### config.mk
export PLATFORM = sky130hd
export DESIGN_NAME = booth_r4_seq_encoder
export DESIGN_NICKNAME = d
export VERILOG_FILES = /design/src/rtl/booth_r4_seq_encoder.sv
export SDC_FILE = /design/constraint.sdc
export NUM_CORES = 1
export LEC_CHECK = 0
export ABC_AREA = 1
export CAP_MARGIN = 20
export CORE_MARGIN = 2
export CORE_UTILIZATION = 45
export CTS_CLUSTER_DIAMETER = 120
export DETAILED_ROUTE_END_ITERATION = 12
export PLACE_DENSITY = 0.73
export SYNTH_ARGS = -nofsm -noshare
export SYNTH_HDL_FRONTEND = slang
export SYNTH_SLANG_ARGS = --single-unit
### constraint.sdc
create_clock -name clk -period 1.99 [get_ports clk]
set_input_delay 0.398 -clock clk [delete_from_list [all_inputs] [get_ports clk]]
set_output_delay 0.398 -clock clk [all_outputs]
set_load 0.005 [all_outputs]
### src/rtl/booth_r4_seq_encoder.sv
// Sequential radix-4 Booth multiplier front end: emits one Booth select code per
// digit and accumulates the sign-extended, shifted partial products into a 2N-bit product.
module booth_r4_seq_encoder #(
    parameter int N = 8,
    localparam int SW = ($clog2(N / 2) < 1) ? 1 : $clog2(N / 2)
) (
    input  logic           clk,
    input  logic           rst_n,
    input  logic           start,
    input  logic [N-1:0]   multiplicand,
    input  logic [N-1:0]   multiplier,
    output logic           busy,
    output logic [2:0]     sel,
    output logic [SW-1:0]  step,
    output logic           done,
    output logic [2*N-1:0] product
);

    // FLUSH lets the last registered partial product drain into the sum.
    typedef enum logic [1:0] {IDLE, RUN, FLUSH, DONE} state_t;

    state_t         state, state_next;
    logic [N-1:0]   mcand;
    logic [N:0]     sreg;
    logic [SW-1:0]  step_q;
    logic [2*N-1:0] acc;
    logic [2*N-1:0] pp_q;
    logic [2*N-1:0] a_ext;
    logic [2*N-1:0] pp;
    logic [2*N-1:0] pp_shift;
    logic [2:0]     sel_enc;

    // Booth digit from the registered triplet {b[2i+1], b[2i], b[2i-1]}.
    always_comb begin
        // NOTE: every always_comb output gets a default first, so no path can infer a latch.
        sel_enc = 3'b000;
        unique case (sreg[2:0])
            3'b001, 3'b010: sel_enc = 3'b001;
            3'b011:         sel_enc = 3'b010;
            3'b100:         sel_enc = 3'b110;
            3'b101, 3'b110: sel_enc = 3'b101;
            default:        sel_enc = 3'b000;
        endcase
    end

    // Sign-extend before negating or doubling so -2A of the most negative operand cannot overflow.
    always_comb begin
        a_ext = {{N{mcand[N-1]}}, mcand};
        pp    = '0;
        unique case (sel_enc)
            3'b001:  pp = a_ext;
            3'b010:  pp = a_ext << 1;
            3'b110:  pp = -(a_ext << 1);
            3'b101:  pp = -a_ext;
            default: pp = '0;
        endcase
        pp_shift = pp << {step_q, 1'b0};
    end

    always_comb begin
        state_next = state;
        unique case (state)
            IDLE:    if (start) state_next = RUN;
            RUN:     if (step_q == SW'(N / 2 - 1)) state_next = FLUSH;
            FLUSH:   state_next = DONE;
            DONE:    state_next = IDLE;
            default: state_next = IDLE;
        endcase
    end

    always_ff @(posedge clk or negedge rst_n) begin
        if (!rst_n) state <= IDLE;
        else        state <= state_next;
    end

    always_ff @(posedge clk or negedge rst_n) begin
        // NOTE: sequential state uses non-blocking assignments so every register samples pre-edge values.
        if (!rst_n) begin
            mcand   <= '0;
            sreg    <= '0;
            step_q  <= '0;
            acc     <= '0;
            pp_q    <= '0;
            product <= '0;
        end else begin
            unique case (state)
                IDLE: if (start) begin
                    mcand  <= multiplicand;
                    sreg   <= {multiplier, 1'b0};
                    step_q <= '0;
                    acc    <= '0;
                    pp_q   <= '0;
                end
                RUN: begin
                    pp_q   <= pp_shift;
                    acc    <= acc + pp_q;
                    sreg   <= {{2{sreg[N]}}, sreg[N:2]};
                    step_q <= step_q + SW'(1);
                end
                FLUSH: begin
                    acc     <= acc + pp_q;
                    product <= acc + pp_q;
                end
                default: ;
            endcase
        end
    end

    assign busy = (state == RUN) || (state == FLUSH);
    assign done = (state == DONE);
    assign sel  = (state == RUN) ? sel_enc : 3'b000;
    assign step = (state == RUN) ? step_q : '0;

endmodule

==> summary.md <==
| Metric | Value |
|---|---|
| Syn avg cell area | 7.25 µm² |
| Sequential Power Share | 23.8% |
| Synth Instances | 599 |
| Max Slew Vio Count | 0 |
| Final setup margin | -0.0186 ns |
| Startpoint Class | flip-flop |
| Ant. Diodes | 0 |
| Placed cell area | 0.00506 mm² |
| I/O pin count | 42 |
| Worst slew pin tran | 0.521 ns |
| Clock Latency Late Sink | 0.35 ns |
| Violated checks | negative setup slack |
| HP Class | input pin to asynchronous set/reset pin |
| 1st-iter DRT viols | 129 |
| CP Max Fanout | 7 |
| Net Sw Frac | 47.2% |
| Pin count of the biggest net entering global routing | 70 |
| Pint | 5.46 mW |
| Post-synth EDFFs | 0 |
| Total CTS buffers | 9 |
| CP max stage cell | dfrtp_1 |
| Met3 wire len | 398 µm |
| Unique cell type count in the Yosys netlist | 36 |
| Worst-path clk slew | 0.08 ns |
| Grt total ovfl | 0 |
| Worst-path cell chain | nand2_2 > inv_2 > nor2_1 > or2_4 > inv_2 > ha_4 > buf_6 > o211ai_4 > nor2b_4 > nand2_2 > nand3_2 > nand2_1 > nand2_1 > nand3_1 |
| # setup viols final | 2 |
| Synth Flop Type | dfrtp_1 |
| Core area | 0.00928 mm² |
| Hold_buf cts | 0 |
| Post-Route WL | 10.8 mm |
| Routability Congestion | 0.888 |
| Ys Warns | 0 |
| PortBufs | 41 |
| Die height | 102 µm |
| Buf/Inv on CP | 3 |
| Share of layout cells above drive strength 1 | 16.0% |
| # nets final | 716 |
| Seq cells post-synth | 69 |
| M1 WL | 4.85 mm |
| MaxCap Viol Count | 0 |
| Slew headroom | 65.2% |
| Die ar. | 0.0105 mm² |
| Final critical-path required period | 2.01 ns |
| Antenna violations before repair | 0 |
| Die W | 102 µm |
| DRC Markers | 0 |
| H-tree levels | 3 |
| Clk pwr share | 13.4% |
| Crit end category | flip-flop |
| Crit Path Category | flip-flop to flip-flop |
| Syn_nets | 644 |
| Worst Skew | 0.00672 ns |
| # clock sinks | 69 |
| Antenna violation net count after detailed routing | 0 |
| Period Utilization, post-route | 101% |
| Pre-CTS WS | -0.0618 ns |
| Fmax | 498 MHz |
| Fraction of registers with async set/reset | 100% |
| Max stage delay on crit path | 0.42 ns |
| Global-route wire length before repair | 18.5 mm |
| Final Hold Vio Count | 0 |
| Setup TNS | -0.0233 ns |
| Worst hold slack | 0.0562 ns |
| Switching power | 4.88 mW |
| Sequential share of the synthesized area | 39.7% |
| Outcome | finished, violations left |
| Via count | 4204 |
| Design Area, Final | 0.00555 mm² |
| Pleak | 2.86 nW |
| Routed wl met2 | 5.31 mm |
| Vias/cell | 5.22 |
| Pwr dens | 1860 mW/mm² |
| Syn Std Cell Area | 0.00435 mm² |
| Area growth syn-to-layout | 27.8% |
| Clock buffer depth | 2 |
| Number of cell rows | 35 |
| TritonCTS clock tree | yes |
| Critical path's top delay family | simple AND/OR/NAND/NOR gates |
| All-Layer GR Usage | 21.9% |
| Combinational Power Share | 62.8% |
| WL per Instance | 13.4 µm |
| Starting density of the core | 46.8% |
| Number of global-route vias before repair | 4229 |
| Max IR drop VDD | 1.03 mV |
| Arr. time, crit path | 2.24 ns |
| Placed wire-length estimate | 7.59 mm |
| RSZ-0062 raised after global routing | true |
| Uppermost layer routed | met4 |
| Root buffer cell | clkbuf_8 |
| Drt first pass iters | 5 |
| Critical Path RT | 2.22 ns |
routing by layer:
metal / vias up / global-route usage (%)
li1: 2117 / -
met1: 1966 / 26.7
met2: 102 / 39.0
met3: 19 / 4.24
met4: 0 / 7.08
met5: - / 0
through the flow:
| stage | power (mW) | util, % | std cells |
|---|---|---|---|
| final | 10.3 | 59.8 | 805 |
| after global routing | 11.3 | 59.8 | 805 |
| after CTS | 9.91 | 58.0 | 800 |
| after detailed placement | 8.31 | 54.5 | 779 |
| after global placement | 8.18 | 54.5 | 779 |
| after floorplan | 6.37 | - | 599 |
kinds of logic after synthesis:
kind of cell | count (synthesis) | synth area share, %
compound gates | 70 | 9.19
xor+xnor | 6 | 1.21
fa+ha+maj | 26 | 7.66
buf+inv | 72 | 6.65
flops | 69 | 39.7
simple gates | 356 | 35.6
synthesized netlist by cell type, drive strengths merged, types with 2 or more instances:
library cell,instances,share of area [%]
ha,25,7.2
or2,2,0.29
xnor2,5,1.0
nand3b,9,1.6
nor3,4,0.46
nand4,4,0.58
dfrtp,69,40
o211ai,3,0.63
nor2,46,4.5
o21ai,34,4.0
inv,55,4.8
clkbuf,11,0.95
buf,6,0.95
o21bai,4,0.69
nand3,91,11
a31oi,8,1.2
nand2,199,17
a21oi,15,1.7
o22ai,3,0.43
final timing paths:
kind                       slack [ns]  cells after the start       start         end
setup / recovery                -0.02                     14     sreg[1]     pp_q[8]
hold / removal                   0.06                      2       rst_n  product[6]
setup reg to reg                -0.02                     14     sreg[1]     pp_q[8]
hold reg to reg                  0.48                      2  product[9]  product[9]
max in group asynchronous        1.64                      2       rst_n    pp_q[13]
min in group clk                 0.48                      2  product[9]  product[9]
what timing repair did:
item / CTS / global route
buffers inserted: 5 / 4
endpoints found under the hold margin: 0 / 0
pin swaps: 3 / 25
gates cloned: 0 / 1
resized for setup: 18 / 40
setup endpoints to repair: 21 / 27
power by group through the flow:
stage,combinational [mW],clock [mW],sequential (mW)
4_1_cts,6.05,1.41,2.45
2_1_floorplan,3.96,0,2.41
3_5_place_dp,5.83,0,2.48
5_1_grt,7.30,1.46,2.54
6_report,6.50,1.38,2.46
3_3_place_gp,5.72,0,2.45
flip-flops by register name, summed over array words and instances, names as in the netlist:
register	cells
acc	16
mcand	8
pp_q	16
product	16
sreg	9
state	2
step_q	2
cell type report:
type,count,area [µm²]
clock inverter,4,76.3
multi-input combinational,458,2490
fill,841,3730
timing repair buffer,78,716
sequential,69,1730
tap,129,161
clock buffer,12,165
inverter,55,211
cell usage in the layout (no fill, tap or decap), drive strengths merged, types with 2 or more instances in the layout:
master         instances
nor3                   4
xnor2                  5
dlymetal6s2s           2
o22ai                  3
buf                   38
nor2                  46
nand3                 91
o21ai                 34
nand3b                 9
dlygate4sd2            5
ha                    25
o211ai                 3
nand4                  4
o21bai                 4
dfrtp                 69
clkdlybuf4s50         33
inv                   56
or2                    2
nand2                199
bufinv                 2
a31oi                  8
a21oi                 15
clkbuf                12
Power figures use the tool's default switching activity.
